==> src/rtl/stack_pkg.sv <==
// Shared defaults and FSM state encoding for the stack controller slice.
package stack_pkg;

    localparam int DWIDTH_DEF = 8;
    localparam int AWIDTH_DEF = 3;
    localparam int DEPTH_DEF  = 2 ** AWIDTH_DEF;

    // FSM encoding kept as plain 2-bit constants for compatibility with older blocks
    localparam logic [1:0] ST_IDLE  = 2'd0;
    localparam logic [1:0] ST_WRITE = 2'd1;
    localparam logic [1:0] ST_READ  = 2'd2;
    localparam logic [1:0] ST_SWAP  = 2'd3;

endpackage

==> src/rtl/stack_if.sv <==
// Request/response bundle between a stack client (master) and stack_ctrl (slave).
interface stack_if
    import stack_pkg::*;
#(
    parameter int DWIDTH = DWIDTH_DEF
);

    logic              push;
    logic              pop;
    logic [DWIDTH-1:0] din;
    logic              ready;
    logic [DWIDTH-1:0] dout;
    logic              dout_valid;

    modport master (
        output push, pop, din,
        input  ready, dout, dout_valid
    );

    modport slave (
        input  push, pop, din,
        output ready, dout, dout_valid
    );

endinterface

==> src/rtl/stack_rf.sv <==
// DEPTH x DWIDTH stack storage: one synchronous write port, one asynchronous read port
// sharing a single address.
module stack_rf
    import stack_pkg::*;
#(
    parameter int DWIDTH = DWIDTH_DEF,
    parameter int AWIDTH = AWIDTH_DEF
) (
    input  logic              clk,
    input  logic [AWIDTH-1:0] addr,
    input  logic              wen,
    input  logic [DWIDTH-1:0] din,
    output logic [DWIDTH-1:0] dout
);

    localparam int DEPTH = 2 ** AWIDTH;

    logic [DWIDTH-1:0] mem [DEPTH];

    // Storage is intentionally not reset; the stack pointer decides what is reachable
    always_ff @(posedge clk) begin
        if (wen) begin
            mem[addr] <= din;
        end
    end

    assign dout = mem[addr];

endmodule

==> src/rtl/stack_ctrl.sv <==
// LIFO stack controller: IDLE/WRITE/READ/SWAP FSM, stack pointer and error flags.
// Optional feature macro: STACK_ERR_FLAGS_EN enables sticky ovf/unf flags cleared by err_clr;
// without it illegal requests are still ignored but ovf/unf read as 0.
module stack_ctrl
    import stack_pkg::*;
#(
    parameter int DWIDTH = DWIDTH_DEF,
    parameter int AWIDTH = AWIDTH_DEF
) (
    input  logic              clk,
    input  logic              rst_n,
    stack_if.slave            bus,
    output logic [AWIDTH:0]   count,
    output logic              full,
    output logic              empty,
    input  logic              err_clr,
    output logic              ovf,
    output logic              unf
);

    localparam int DEPTH = 2 ** AWIDTH;
    localparam logic [AWIDTH:0] DEPTH_CNT = (AWIDTH + 1)'(DEPTH);

    logic [1:0]        state;
    logic [AWIDTH:0]   sp;
    logic              swap_q;
    logic [DWIDTH-1:0] din_q;
    logic [DWIDTH-1:0] dout_q;
    logic              dout_valid_q;

    logic              idle;
    logic              req_swap;
    logic              req_push;
    logic              req_pop;
    logic              ovf_set;
    logic              unf_set;

    logic [AWIDTH-1:0] sp_lo;
    logic [AWIDTH-1:0] sp_lo_dec;
    logic [AWIDTH-1:0] rf_addr;
    logic              rf_wen;
    logic [DWIDTH-1:0] rf_dout;

    assign count = sp;
    assign full  = (sp == DEPTH_CNT);
    assign empty = (sp == '0);
    assign idle  = (state == ST_IDLE);

    // Request decode; push+pop on an empty stack degrades to a plain push
    assign req_swap = idle & bus.push & bus.pop & ~empty;
    assign req_push = idle & bus.push & (bus.pop ? empty : ~full);
    assign req_pop  = idle & bus.pop & ~bus.push & ~empty;
    assign ovf_set  = idle & bus.push & ~bus.pop & full;
    assign unf_set  = idle & bus.pop & empty;

    // A swap reads and rewrites the top entry (sp-1); a plain push writes at sp,
    // a pop reads at sp after it has already been decremented
    assign sp_lo     = sp[AWIDTH-1:0];
    assign sp_lo_dec = sp_lo - 1'b1;
    assign rf_wen    = (state == ST_WRITE);
    assign rf_addr   = ((state == ST_SWAP) || ((state == ST_WRITE) && swap_q)) ? sp_lo_dec : sp_lo;

    stack_rf #(
        .DWIDTH (DWIDTH),
        .AWIDTH (AWIDTH)
    ) u_rf (
        .clk  (clk),
        .addr (rf_addr),
        .wen  (rf_wen),
        .din  (din_q),
        .dout (rf_dout)
    );

    // Push data is held from the accepting cycle until the WRITE state uses it
    always_ff @(posedge clk) begin
        if (idle && bus.push) begin
            din_q <= bus.din;
        end
    end

    // Main FSM with stack pointer and registered pop data
    always_ff @(posedge clk or negedge rst_n) begin
        if (!rst_n) begin
            state        <= ST_IDLE;
            sp           <= '0;
            swap_q       <= 1'b0;
            dout_q       <= '0;
            dout_valid_q <= 1'b0;
        end else begin
            dout_valid_q <= 1'b0;
            case (state)
                ST_IDLE: begin
                    if (req_swap) begin
                        swap_q <= 1'b1;
                        state  <= ST_SWAP;
                    end else if (req_push) begin
                        swap_q <= 1'b0;
                        state  <= ST_WRITE;
                    end else if (req_pop) begin
                        sp    <= sp - 1'b1;
                        state <= ST_READ;
                    end
                end
                ST_WRITE: begin
                    if (!swap_q) begin
                        sp <= sp + 1'b1;
                    end
                    state <= ST_IDLE;
                end
                ST_READ: begin
                    dout_q       <= rf_dout;
                    dout_valid_q <= 1'b1;
                    state        <= ST_IDLE;
                end
                ST_SWAP: begin
                    dout_q       <= rf_dout;
                    dout_valid_q <= 1'b1;
                    state        <= ST_WRITE;
                end
                default: state <= ST_IDLE;
            endcase
        end
    end

    assign bus.ready      = idle;
    assign bus.dout       = dout_q;
    assign bus.dout_valid = dout_valid_q;

`ifdef STACK_ERR_FLAGS_EN
    logic ovf_q;
    logic unf_q;

    // Sticky error flags; a new error in the same cycle as err_clr keeps the flag set
    always_ff @(posedge clk or negedge rst_n) begin
        if (!rst_n) begin
            ovf_q <= 1'b0;
            unf_q <= 1'b0;
        end else begin
            if (ovf_set) begin
                ovf_q <= 1'b1;
            end else if (err_clr) begin
                ovf_q <= 1'b0;
            end
            if (unf_set) begin
                unf_q <= 1'b1;
            end else if (err_clr) begin
                unf_q <= 1'b0;
            end
        end
    end

    assign ovf = ovf_q;
    assign unf = unf_q;
`else
    logic unused_err;

    assign ovf        = 1'b0;
    assign unf        = 1'b0;
    assign unused_err = &{1'b0, err_clr, ovf_set, unf_set};
`endif

endmodule

==> src/flat_wrapper.sv <==
// flat-port wrapper written by rule: the top's interface ports become plain ports
module stack_ctrl_flat import stack_pkg::*;
#(
    parameter int DWIDTH = DWIDTH_DEF,
    parameter int AWIDTH = AWIDTH_DEF
)
  (clk, rst_n, count, full, empty, err_clr, ovf, unf, bus_push, bus_pop, bus_din, bus_ready, bus_dout, bus_dout_valid);
  stack_if #(.DWIDTH(DWIDTH)) bus_i ();
  input  logic clk;
  input  logic rst_n;
  output logic [AWIDTH:0] count;
  output logic full;
  output logic empty;
  input  logic err_clr;
  output logic ovf;
  output logic unf;
  input wire logic [$bits(bus_i.push)-1:0] bus_push;
  input wire logic [$bits(bus_i.pop)-1:0] bus_pop;
  input wire logic [$bits(bus_i.din)-1:0] bus_din;
  output wire logic [$bits(bus_i.ready)-1:0] bus_ready;
  output wire logic [$bits(bus_i.dout)-1:0] bus_dout;
  output wire logic [$bits(bus_i.dout_valid)-1:0] bus_dout_valid;
  assign bus_i.push = bus_push;
  assign bus_i.pop = bus_pop;
  assign bus_i.din = bus_din;
  assign bus_ready = bus_i.ready;
  assign bus_dout = bus_i.dout;
  assign bus_dout_valid = bus_i.dout_valid;
  stack_ctrl #(.DWIDTH(DWIDTH), .AWIDTH(AWIDTH)) u_core (.clk(clk), .rst_n(rst_n), .bus(bus_i), .count(count), .full(full), .empty(empty), .err_clr(err_clr), .ovf(ovf), .unf(unf));
endmodule
==> config.mk <==
export PLATFORM = sky130hd
export DESIGN_NAME = stack_ctrl_flat
export DESIGN_NICKNAME = d
export VERILOG_FILES = /design/src/rtl/stack_pkg.sv /design/src/rtl/stack_if.sv /design/src/rtl/stack_rf.sv /design/src/rtl/stack_ctrl.sv /design/src/flat_wrapper.sv
export SDC_FILE = /design/constraint.sdc
export NUM_CORES = 1
export LEC_CHECK = 0
export CELL_PAD_IN_SITES_DETAIL_PLACEMENT = 0
export CELL_PAD_IN_SITES_GLOBAL_PLACEMENT = 2
export CORE_MARGIN = 3
export CORE_UTILIZATION = 44
export CTS_CLUSTER_SIZE = 24
export DETAILED_ROUTE_END_ITERATION = 8
export GPL_TIMING_DRIVEN = 0
export PLACE_DENSITY_LB_ADDON = 0.1
export SLEW_MARGIN = 20
export SYNTH_ARGS = -nofsm -noshare
export SYNTH_HDL_FRONTEND = slang
export SYNTH_SLANG_ARGS = --single-unit
==> constraint.sdc <==
create_clock -name clk -period 6.5 [get_ports clk]
set_input_delay 1.625 -clock clk [delete_from_list [all_inputs] [get_ports clk]]
set_output_delay 1.625 -clock clk [all_outputs]
set_load 0.01 [all_outputs]
After elaboration in Yosys (flattened, before gate mapping)
Memory sizes are Yosys's and may differ from the RTL's. A register that Yosys moved wholly into a read port is not among the register bits. Cells that the tools add are included.

Bits in registers: 16. Latch bits: 0. Bits in writable memories: 64. Memory bits (read-only): 0. Input port bits: 13. Output and inout bits: 18. Logic and storage cells: 56. Memories kept: 1.

Memories: u_core.u_rf.mem (depth 8, bits a word 8, rd ports 1, clocked after memory_dff 1, write ports 1, line stack_rf.sv:18) `logic [DWIDTH-1:0] mem [DEPTH];`.

Add/sub/neg operators: 3. Multipliers: 0. Div/mod/pow operators: 0. Magnitude comparators: 0. Equality and inequality tests: 9. Shift operators: 0. Multiplexer cells: 16. Bitwise gates (word level): 10. Reduce and logical (&&, ||, !) cells: 12.

Operator list (count): 4-bit two-way mux (4); 2-bit inequality test, second input constant (4); 4-bit one-hot mux with 2 select lines (1); 1-bit bitwise AND (7); 1-bit two-way mux (6); 2-bit two-way mux (3); 2-bit one-hot mux with 3 select lines (1); 5-bit AND reduction (1); 4-bit by 1-bit adder with 4-bit output, second input constant (1); 2-bit equality test, second input constant (2); 4-bit equality test, second input constant (1); 4-bit zero test (1); 4-bit inequality test, second input constant (1); 2-bit nonzero test (2); 2-bit OR reduction (2); 4-bit by 1-bit subtractor with 4-bit output, second input constant (1); 3-bit two-way mux (1); 1-bit inverter (3); 3-bit by 1-bit subtractor with 3-bit output, second input constant (1); 2-bit by 1-bit equality test with 1-bit output, second input constant (1); 1-bit logical AND (2); 2-bit zero test (1); 2-bit AND reduction (1); 1-bit zero test (1); 1-bit logical OR (1).

Depth between registers and ports, before layout
Word-level depth: 8. Mapped depth: 10.

By module
From an unflattened synthesis, not the netlist that was laid out.

Cell total of the unflattened synthesis: 198. Area, all modules: 3608.5 um^2.

By module, submodules not included: stack_rf (times used 1, cells each 121, area an instance 2555.0 um^2, seq. area each 1921.8 um^2); stack_ctrl (times used 1, cells each 77, area an instance 1053.5 um^2, seq. area each 640.6 um^2).

Worst setup path before layout
No wires, ideal clock.

Kind: reg2out. Start point: reg u_core.sp[0] (netlist: u_core.count[0]). End point: out empty. Arrival time: 1.652 ns. Required time: 4.875 ns. Setup slack: 3.223 ns. Cell stages (with the launch flop): 8. Buffers on the path: 2. Cell sequence: dfrtp_1 -> buf_4 -> clkinv_1 -> buf_1 -> ha_1 -> nor2b_1 -> nand2b_1 -> inv_1.

Word-level cells in the longest chain between the ends: 1.

Ends and longest elaborated chain: from (decl) (line stack_ctrl.sv:25) `logic [AWIDTH:0] sp;`; from (signal assigned) (line stack_ctrl.sv:100) `sp <= sp - 1'b1;`; from (signal assigned) (line stack_ctrl.sv:106) `sp <= sp + 1'b1;`; 4-bit zero test (line stack_ctrl.sv:46) `assign empty = (sp == '0);`; to (decl) (line flat_wrapper.sv:13) `output logic empty;`.

Every way passes these cells.

Worst setup path after layout
Same ends and word-level chain as after synthesis.

==> qor.csv <==
metric,value,unit
status,finished clean,
hold-path-cell-count,1,
dominant_synthesized_flop_cell,sky130_fd_sc_hd__edfxtp_1,
synth.cell_area,0.00399,sq mm
clock.fmax,219,MHz
crit_fanout,11,
htree_levels,3,
asyncSetResetFlopFracSynth,0.182,
wl_per_cell,21.8,microns
yosysSeqAreaShare,0.643,
number_of_remaining_drc_errors,0,
overflow,0,
startpoint_to_endpoint_class_of_the_critical_path,reg2out,
number_of_resized_instances_in_the_post_cts_repair_step,0,
clockBufferDepth,2,
final-max-slew-violation-count,0,
post_dp_area,0.00441,sq mm
hold_class,reg2reg,
cts_root_buffer,sky130_fd_sc_hd__clkbuf_8,
vias_in_the_first_global_route,2521,
grt_usage,0.200,
num-nets-final,352,
tritoncts.num_buffers,9,
max-vdd-ir-drop,0.184,mV
flow.area_growth_from_synthesis,16.1,%
syn_avg_cell_area,13.5,sq um
slew_headroom,0.297,
vias,2586,
drive_above_1_share,0.136,
final_core_utilization,0.528,
holdBufCountCts,0,
required_time_at_the_worst_slack_endpoint,4.88,ns
critical-path-slowest-cell,sky130_fd_sc_hd__buf_1,
finalInstanceArea,0.00463,sq mm
start_util,0.455,
p_leak,1.65,nW
drt_first_iter_violations,165,
first_pass_grt_wire_length,14.7,mm
tightest_slew,1.05,ns
drt_first_pass_iters,5,
synth_area_leader_cell,sky130_fd_sc_hd__edfxtp_1,
yosysUniqueCellTypes,42,
max_cap_violations,0,
routed_via_density,5.79,
chipHeight,101,microns
clkSinkCount,88,
synth-warning-count,0,
clk-insertion-delay-late,0.36,ns
ys_seq_elements,88,
place_ws,2.33,ns
die_x,101,microns
path_cells,buf_4 -> clkinv_1 -> buf_1 -> ha_1 -> nor2b_1 -> nand2b_1 -> inv_1 -> clkdlybuf4s50_1,
path_clk_slew,0.09,ns
overall_die_area,0.0102,sq mm
antenna_left,0,
initial_antenna_violation_count,0,
stdcell_count,447,
count_of_flip_flops_with_a_built_in_enable_after_synthesis,72,
wirelength,9.74,mm
finalHoldViolCount,0,
end_kind,output pin,
placedCellCount,432,
grt_max_degree,17,
post_cts_buffers,0,
regToRegSetupSlack,2.70,ns
synthesis.instances,295,
numPortBuffers,27,
worst-r2r-cell-count,9,
antenna-diode-count,0,
finalHoldWorstSlack,0.509,ns
layout_setup_ws,1.93,ns
layout.area.seq,0.00256,sq mm
design_power_total,2.27,mW
clock_skew,0.0112,ns
synth_top_cells_by_area,"sky130_fd_sc_hd__edfxtp_1, sky130_fd_sc_hd__dfrtp_1, sky130_fd_sc_hd__mux2i_1",
arrival,2.94,ns
place.detailed.hpwl,6.26,mm
tritoncts_clock_tree,done,
fin_tns_setup,0,ns
gp_congestion,0.780,
worst_setup_path_start_kind,flop,
cpPeakStageDelay,0.53,ns
num_rows,34,
layout_min_cycle_time,4.57,ns
cellPowerDensity,491,mW/mm^2
setup_violations,0,
rsz_0062_raised_after_global_routing,no,
synth_top_area_share,0.543,
multi_input_comb_area,0.00128,sq mm
core_area,0.00876,sq mm
num-fill-cells,777,
io_pins,31,
period_utilization,0.702,
metal layers:
metal  track usage  vias to the layer above  part of all wire
li1              -                     1197                 -
met5             0                        -                 0
met1         0.272                     1274              0.44
met2         0.314                       96              0.47
met3        0.0365                       19             0.061
met4        0.0900                        0             0.024
final cells by class:
class	count	share of cell area
Buffer	19	0.0243
Tap cell	108	0.0292
Clock buffer	9	0.0268
Inverter	12	0.00974
Sequential cell	88	0.554
Timing Repair Buffer	28	0.0600
Multi-Input combinational cell	177	0.276
Clock inverter	6	0.0200
state kept, by name (all words and copies together) (netlist names):
name	count
u_core.bus.dout	8
u_core.bus.dout_valid	1
u_core.count	4
u_core.din_q	8
u_core.state	2
u_core.swap_q	1
u_core.u_rf.mem	64
report_power, final:
part / internal, mW / total, mW / leakage (nW) / switching, mW
Clock: 0.217 / 0.418 / 0.102 / 0.201
Sequential: 0.752 / 0.823 / 0.850 / 0.0713
Combinational: 0.421 / 1.03 / 0.702 / 0.608
logic make-up after synthesis:
logic type / Yosys count / synth area share
AO/OA/AOI/OAI: 47 / 0.0904
AND/OR/NAND/NOR: 86 / 0.105
multiplexers: 32 / 0.0932
flip-flops: 88 / 0.643
buffers and inverters: 31 / 0.0396
other: 1 / 0.000941
adder cells (fa/ha/maj): 4 / 0.0144
XOR/XNOR: 6 / 0.0132
cell usage after synthesis (3+ instances only):
cell	instances
sky130_fd_sc_hd__and3_1	6
sky130_fd_sc_hd__nor2_1	18
sky130_fd_sc_hd__clkbuf_1	3
sky130_fd_sc_hd__o21ai_0	6
sky130_fd_sc_hd__mux2i_1	23
sky130_fd_sc_hd__inv_1	11
sky130_fd_sc_hd__ha_1	3
sky130_fd_sc_hd__or3_1	4
sky130_fd_sc_hd__o22ai_1	12
sky130_fd_sc_hd__xnor2_1	3
sky130_fd_sc_hd__xor2_1	3
sky130_fd_sc_hd__edfxtp_1	72
sky130_fd_sc_hd__o221ai_1	14
sky130_fd_sc_hd__dfrtp_1	16
sky130_fd_sc_hd__buf_4	4
sky130_fd_sc_hd__a21oi_1	4
sky130_fd_sc_hd__nand2_1	13
sky130_fd_sc_hd__nand3_1	30
sky130_fd_sc_hd__nor3_1	3
sky130_fd_sc_hd__mux2_2	4
sky130_fd_sc_hd__nand2b_1	6
sky130_fd_sc_hd__nor2b_1	3
sky130_fd_sc_hd__buf_2	9
layout by cell type, fill, tap and decap left out, types with 3 or more instances in the layout:
| master | n |
|---|---|
| sky130_fd_sc_hd__ha_1 | 3 |
| sky130_fd_sc_hd__clkbuf_8 | 9 |
| sky130_fd_sc_hd__buf_4 | 5 |
| sky130_fd_sc_hd__and3_1 | 6 |
| sky130_fd_sc_hd__edfxtp_1 | 72 |
| sky130_fd_sc_hd__nor2b_1 | 3 |
| sky130_fd_sc_hd__xnor2_1 | 3 |
| sky130_fd_sc_hd__xor2_1 | 3 |
| sky130_fd_sc_hd__nor2_1 | 17 |
| sky130_fd_sc_hd__o221ai_1 | 14 |
| sky130_fd_sc_hd__nand2_1 | 13 |
| sky130_fd_sc_hd__nand3_1 | 30 |
| sky130_fd_sc_hd__mux2_2 | 4 |
| sky130_fd_sc_hd__or3_1 | 4 |
| sky130_fd_sc_hd__inv_1 | 11 |
| sky130_fd_sc_hd__clkdlybuf4s50_1 | 27 |
| sky130_fd_sc_hd__dfrtp_1 | 16 |
| sky130_fd_sc_hd__o22ai_1 | 12 |
| sky130_fd_sc_hd__buf_2 | 9 |
| sky130_fd_sc_hd__o21ai_0 | 6 |
| sky130_fd_sc_hd__mux2i_1 | 23 |
| sky130_fd_sc_hd__a21oi_1 | 4 |
| sky130_fd_sc_hd__nand2b_1 | 6 |
| sky130_fd_sc_hd__clkbuf_1 | 3 |
critical path, delay by kind of cell, from the launching register on:
family | cells | cell delay [ns]
buf+inv | 5 | 1.49
fa+ha+maj | 1 | 0.32
simple gates | 2 | 0.34
flops | 1 | 0.42
worst paths after layout:
check	startpoint	endpoint
worst max-delay path	u_core.count[0]	empty
worst min-delay path	u_core.count[3]	u_core.count[3]
worst max register to register	u_core.count[0]	u_core.u_rf.mem[5][6]
worst min register to register	u_core.count[3]	u_core.count[3]
max in group asynchronous	rst_n	u_core.bus.dout[6]
min in group asynchronous	rst_n	u_core.count[3]
(Power assumes the default switching activity.)
